## src/rtl/mux_scan_ctrl.sv

```systemverilog
// mux_scan_ctrl
//   Scan controller that sits upstream of a 4:1 4-bit selector. It visits four input channels
//   in round-robin order and drives the selector's select lines. After a settle time it
//   captures the selector output and offers it downstream through a valid/ack handshake.
//
// Parameters
//   SETTLE_CYC  cycles the select is held before iZ is sampled (0 behaves as 1)
//   CNT_W       settle counter width, must hold SETTLE_CYC-1
//
// Ports
//   iClk    clock, rising edge
//   iRst    asynchronous active-high reset
//   iEn     scan enable, only looked at while idle
//   iReq    per-channel request, bit n = channel n
//   iZ      selector output fed back for capture
//   iAck    downstream accepts oData while oValid is high
//   oS1/oS0 select lines to the selector
//   oData   captured channel word
//   oCh     channel index of oData
//   oValid  oData/oCh valid
//   oBusy   high whenever a transaction is in flight
//
// Configuration
//   MUX_SCAN_SKIP_IDLE_EN: when defined, the idle state jumps straight to the first requested
//   channel at or after the pointer in one cycle. When undefined, it skips one channel per
//   cycle.

module mux_scan_ctrl #(
    parameter int SETTLE_CYC = 2,
    parameter int CNT_W      = 4
) (
    input  logic       iClk,
    input  logic       iRst,
    input  logic       iEn,
    input  logic [3:0] iReq,
    input  logic [3:0] iZ,
    input  logic       iAck,
    output logic       oS1,
    output logic       oS0,
    output logic [3:0] oData,
    output logic [1:0] oCh,
    output logic       oValid,
    output logic       oBusy
);

    localparam int SettleEff = (SETTLE_CYC < 1) ? 1 : SETTLE_CYC;
    localparam logic [CNT_W-1:0] CntLast = CNT_W'(SettleEff - 1);

    typedef enum logic [1:0] {
        StIdle,
        StSelect,
        StPresent
    } state_t;

    state_t           state;
    logic [1:0]       ptr;
    logic [CNT_W-1:0] cnt;

    // Grant decision for the idle state: whether a channel is granted and which one.
    logic       hit;
    logic [1:0] pick;

`ifdef MUX_SCAN_SKIP_IDLE_EN
    // Walk offsets from far to near so the nearest requested channel wins.
    always_comb begin
        hit  = 1'b0;
        pick = ptr;
        for (int i = 3; i >= 0; i--) begin
            if (iReq[ptr + 2'(i)]) begin
                hit  = 1'b1;
                pick = ptr + 2'(i);
            end
        end
    end
`else
    always_comb begin
        hit  = iReq[ptr];
        pick = ptr;
    end
`endif

    always_ff @(posedge iClk or posedge iRst) begin
        if (iRst) begin
            state  <= StIdle;
            ptr    <= 2'd0;
            cnt    <= '0;
            oS1    <= 1'b0;
            oS0    <= 1'b0;
            oData  <= 4'd0;
            oCh    <= 2'd0;
            oValid <= 1'b0;
            oBusy  <= 1'b0;
        end else begin
            unique case (state)
                StIdle: begin
                    if (iEn) begin
                        if (hit) begin
                            {oS1, oS0} <= pick;
                            ptr        <= pick;
                            cnt        <= '0;
                            oBusy      <= 1'b1;
                            state      <= StSelect;
                        end else begin
`ifndef MUX_SCAN_SKIP_IDLE_EN
                            ptr <= ptr + 2'd1;
`endif
                        end
                    end
                end
                StSelect: begin
                    // Saturate so the counter can never wrap back below CntLast.
                    if (cnt != '1) begin
                        cnt <= cnt + 1'b1;
                    end
                    if (cnt == CntLast) begin
                        oData  <= iZ;
                        oCh    <= {oS1, oS0};
                        oValid <= 1'b1;
                        state  <= StPresent;
                    end
                end
                StPresent: begin
                    if (iAck) begin
                        oValid <= 1'b0;
                        oBusy  <= 1'b0;
                        ptr    <= oCh + 2'd1;
                        state  <= StIdle;
                    end
                end
                default: begin
                    state <= StIdle;
                end
            endcase
        end
    end

endmodule

```

## config.mk

```make
export PLATFORM = sky130hd
export DESIGN_NAME = mux_scan_ctrl
export DESIGN_NICKNAME = d
export VERILOG_FILES = /design/src/rtl/mux_scan_ctrl.sv
export SDC_FILE = /design/constraint.sdc
export NUM_CORES = 1
export LEC_CHECK = 0
export ABC_AREA = 0
export CORE_MARGIN = 2
export CORE_UTILIZATION = 50
export CTS_CLUSTER_DIAMETER = 150
export CTS_CLUSTER_SIZE = 16
export DETAILED_ROUTE_END_ITERATION = 7
export PLACE_DENSITY = 0.81
export SLEW_MARGIN = 20
export SYNTH_ARGS = -nofsm -noshare
export SYNTH_HDL_FRONTEND = slang
export SYNTH_SLANG_ARGS = --single-unit
```

## constraint.sdc

```tcl
create_clock -name iClk -period 3.75 [get_ports iClk]
set_clock_uncertainty 0.2 [all_clocks]
set_input_delay 1.125 -clock iClk [delete_from_list [all_inputs] [get_ports iClk]]
set_output_delay 1.125 -clock iClk [all_outputs]
set_load 0.1 [all_outputs]
```

==> results.cfg, run 1 <==
[run]
max_cap_viol_count = 0

[floorplanning]
die_h_um = 46
die_x_um = 46
io-pin-count = 22
start_util_pct = 52.2
die_area_mm2 = 0.00212
coreArea_mm2 = 0.00169
row_count = 15

[place]
numPortBuffers = 21
place_congestion = 0.764
placed_area_mm2 = 0.00108
preCtsSetupSlack_ns = 0.836
dp_hpwl_um = 1220
dp.cells = 112

[final_layout]
seqCellArea_um2 = 450
nets = 114
fin_area_mm2 = 0.00110
multi_input_area_um2 = 403
final_cell_mix = dfrtp_1, clkdlybuf4s50_1, buf_4
final_common_cell = dfrtp_1
n_antenna_cell = 0
syn2layout_area_growth_pct = 24.8
layoutNonFillerInstCount = 115
n_fill_cell = 140
drive_gt1_share_pct = 23.5

[yosys]
synth_top_area_cell = dfrtp_1
syn_inst = 76
yosys.cell_types.count = 27
ys.flop_type = dfrtp_1
synth_seq_cells = 18
synth_area_um2 = 882
syn-num-nets = 90
yosysSeqAreaShare_pct = 51.1
ys_top_cells_by_area = dfrtp_1, mux2_2, mux2i_1, nand2_1, ha_1
syn_avg_cell_area_um2 = 11.6
synth_edf_count = 0
synthArstFlopShare_pct = 100
synth_top_area_share_pct = 51.1
synth_warnings = 0

[worst_setup_path]
setup.worst_path.start_class = primary input
reg2reg_from = state[0]
r2r_cells = 3
r2r-end = oCh[1]
worstPathRequired_ns = 3.72
crit_arrival_ns = 2.58
reg2reg_setup_slack_ns = 1.93
crit_fanout = 6
critPathCaptureType = flip-flop
path_class = primary input to flip-flop

[timing]
maxSlewViolCount = 0
finalHoldViolCount = 0
tns_ns = 0
worstMarginPinSlew_ns = 0.658
rsz0062_at_grt = false
fmax_ghz = 0.382
fin_ws_ns = 1.14
period_minus_slack_ns = 2.61
finalSetupViolCount = 0
finalCritPeriodShare_pct = 69.7
slew_headroom_pct = 56.1

[grt]
grt_max_degree = 19
grt_pass1_wl_um = 2570
antenna_found_initial = 0
groute.usage.overall_pct = 17.1
gr-total-overflow = 0
grt_pass1_vias = 615

[routing]
viasPerCell = 5.46
routed_wl_um = 1540
drt_iter0_drc = 2
via_count = 628
dr.pass1.iters = 3
routedWlPerCell_um = 13.4
ant_nets = 0
drc = 0

[clocking]
cts_buffers = 3
htree_levels = 1
cts_max_path_buffers = 2
hold_buffers = 0
root_buffer = clkbuf_4
clk_latency_ns = 0.28
clock_sinks = 18
ctsResizeCount = 0
clk_pin_slew_ns = 0.09
cts_tree = yes
postCtsSetupBuffers = 0

[min_path]
hp-start = oValid
hold_end = oValid
hp-class = flip-flop to flip-flop
min_path_cells = 2

[status]
status = finished clean
-- Yosys cell counts, types with 3 or more instances --
cell and number:
mux2i_1 3, nand2_1 7, dfrtp_1 18, mux2_2 8
inv_1 5, nand2b_1 4
-- routing by layer --
layer | global-route usage (%) | vias up | wire [µm]
li1 | - | 314 | -
met1 | 22.2 | 300 | 728
met2 | 26.9 | 12 | 729
met3 | 3.17 | 2 | 70
met4 | 8.57 | 0 | 10
met5 | 0 | - | 0
-- through the flow --
stage,hold slack [ns],utilization [%]
2_1_floorplan,0.302,-
3_3_place_gp,0.266,63.9
3_5_place_dp,0.265,63.9
4_1_cts,0.289,65.2
5_1_grt,0.337,65.2
6_report,0.282,65.2
-- worst max-delay path, stage by stage --
cell             delay (ns)
clkdlybuf4s50_1        0.44
mux4_2                 0.51
nand2_2                0.15
mux2_2                 0.35
-- registers in the layout, summed over array words and instances (netlist names) --
name,flops
cnt,4
oData,4
oCh,2
pick,2
state,2
oBusy,1
oS0,1
oS1,1
oValid,1
-- worst max path at each step --
stage / from / to / slack (ns) / cells past startpoint
2_1_floorplan: iReq[3] / oS1 / 1.38 / 3
3_3_place_gp: iReq[3] / oS1 / 0.88 / 4
3_5_place_dp: iEn / oS0 / 0.84 / 4
4_1_cts: iReq[3] / oS1 / 1.14 / 4
5_1_grt: iEn / oS0 / 1.03 / 4
6_report: iReq[3] / oS1 / 1.14 / 4
-- kinds of logic after synthesis --
| logic type | synth area share [%] |
|---|---|
| AO/OA/AOI/OAI | 9.50 |
| XOR/XNOR | 2.98 |
| adder cells (fa/ha/maj) | 2.84 |
| buffers and inverters | 3.26 |
| flip-flops | 51.1 |
| multiplexers | 17.4 |
| AND/OR/NAND/NOR | 12.9 |
-- cell type report --
cell class | count | area share (%)
Multi-Input combinational cell | 51 | 36.6
Clock buffer | 3 | 2.05
Sequential cell | 18 | 40.9
Tap cell | 17 | 1.93
Timing Repair Buffer | 21 | 16.8
Inverter | 5 | 1.70
Power of run 1 is left out: the tool's default activity adds up to more than one toggle a clock period on the data nets, which glitch-free logic cannot reach.
==> inputs of run 2 (changes only) <==
- CORE_UTILIZATION: 50 -> 47
- PLACE_DENSITY: 0.81 -> 0.77
- clock period: 3.75 -> 2.7 ns (I/O delays scaled with it)
==> results.cfg, run 2 (synthesized netlist as in run 1, its figures left out) <==
[status]
status = finished clean

[grt]
groute.usage.overall_pct = 18.2
antenna_found_initial = 0
grt_max_degree = 19
grt_pass1_wl_um = 2810
grt_pass1_vias = 669
gr-total-overflow = 0

[min_path]
hp-class = flip-flop to flip-flop
min_path_cells = 2
hp-start = oBusy
hold_end = oBusy

[place]
preCtsSetupSlack_ns = 0.103
place_congestion = 0.773
numPortBuffers = 21
placed_area_mm2 = 0.00110
dp.cells = 121
dp_hpwl_um = 1390

[clocking]
clock_sinks = 18
hold_buffers = 0
htree_levels = 1
cts_max_path_buffers = 2
clk_latency_ns = 0.29
cts_tree = yes
clk_pin_slew_ns = 0.11
ctsResizeCount = 0
postCtsSetupBuffers = 0
cts_buffers = 3
root_buffer = clkbuf_4

[timing]
rsz0062_at_grt = false
period_minus_slack_ns = 2.28
finalSetupViolCount = 0
finalHoldViolCount = 0
fmax_ghz = 0.439
fin_ws_ns = 0.424
worstMarginPinSlew_ns = 0.670
finalCritPeriodShare_pct = 84.3
slew_headroom_pct = 55.3
tns_ns = 0
maxSlewViolCount = 0

[worst_setup_path]
path_cells = clkdlybuf4s50_1, mux4_2, nand2_2, mux2_2
cp.buffers_inverters = 1
crit_arrival_ns = 2.27
critPathMaxStageDelay_ns = 0.52
cp_top_family = multiplexers
crit_cells = 4
critPathCaptureType = flip-flop
path_class = primary input to flip-flop
reg2reg_from = state[1]
slowest_stage = mux4_2
worstPathRequired_ns = 2.69
crit_fanout = 6
r2r_cells = 3
setup.worst_path.start_class = primary input
reg2reg_setup_slack_ns = 0.81
r2r-end = oData[1]

[final_layout]
n_antenna_cell = 0
reg.largest.list = cnt x4, oData x4
final_cell_mix = dfrtp_1, clkdlybuf4s50_1, buf_4
fin_area_mm2 = 0.00113
syn2layout_area_growth_pct = 28.4
drive_gt1_share_pct = 25.0
nets = 115
n_fill_cell = 133
layoutNonFillerInstCount = 125
final_common_cell = dfrtp_1

[floorplanning]
die_area_mm2 = 0.00224
die_h_um = 47.3
start_util_pct = 50.5
coreArea_mm2 = 0.00175
io-pin-count = 22
die_x_um = 47.3
row_count = 15

[routing]
routedWlPerCell_um = 14.6
viasPerCell = 5.34
dr.pass1.iters = 4
drt_iter0_drc = 17
via_count = 667
ant_nets = 0
routed_wl_um = 1820
drc = 0

[run]
max_cap_viol_count = 0
## run 2: cell count changes in the layout (fill, tap and decap cells not counted), sizes merged
| cell | previous run | this run |
|---|---|---|
| buf | 10 | 11 |
| clkbuf | 3 | 4 |
## run 2: layer usage
layer  global-route usage (%)  vias to the layer above  wire, µm
met1                     22.5                      328       782
met4                     5.56                        0         0
met3                     3.46                        0       104
li1                         -                      317         -
met5                        0                        -         0
met2                     31.9                       22       935
## run 2: area by class of cell
type	instances	area, µm²	share of cell area, %
timing repair buffer	22	193	17.0
clock buffer	4	36.3	3.20
inverter	5	18.8	1.66
multi-input combinational	51	403	35.6
sequential	18	450	39.8
tap	25	31.3	2.76
## run 2: worst max path at each step
stage,to,startpoint,slack [ns]
CTS,oS1,iReq[3],0.42
detailed placement,oS1,iReq[3],0.10
global placement,oS1,iReq[3],0.15
floorplan,oS1,iReq[3],0.65
global route,oS1,iReq[3],0.39
finish,oS1,iReq[3],0.42
## run 2: worst register-to-register path: stages (launching register included)
cell and delay [ns]:
dfrtp_1 0.46, nor2b_1 0.41, nand2_1 0.34, mux2_2 0.36
## run 2: stage by stage
stage	util, %	hold WS (ns)
3_3_place_gp	62.8	0.275
5_1_grt	64.9	0.343
3_5_place_dp	62.8	0.288
6_report	64.9	0.311
4_1_cts	64.9	0.322
2_1_floorplan	-	0.302
Power of run 2 is left out for the same reason.
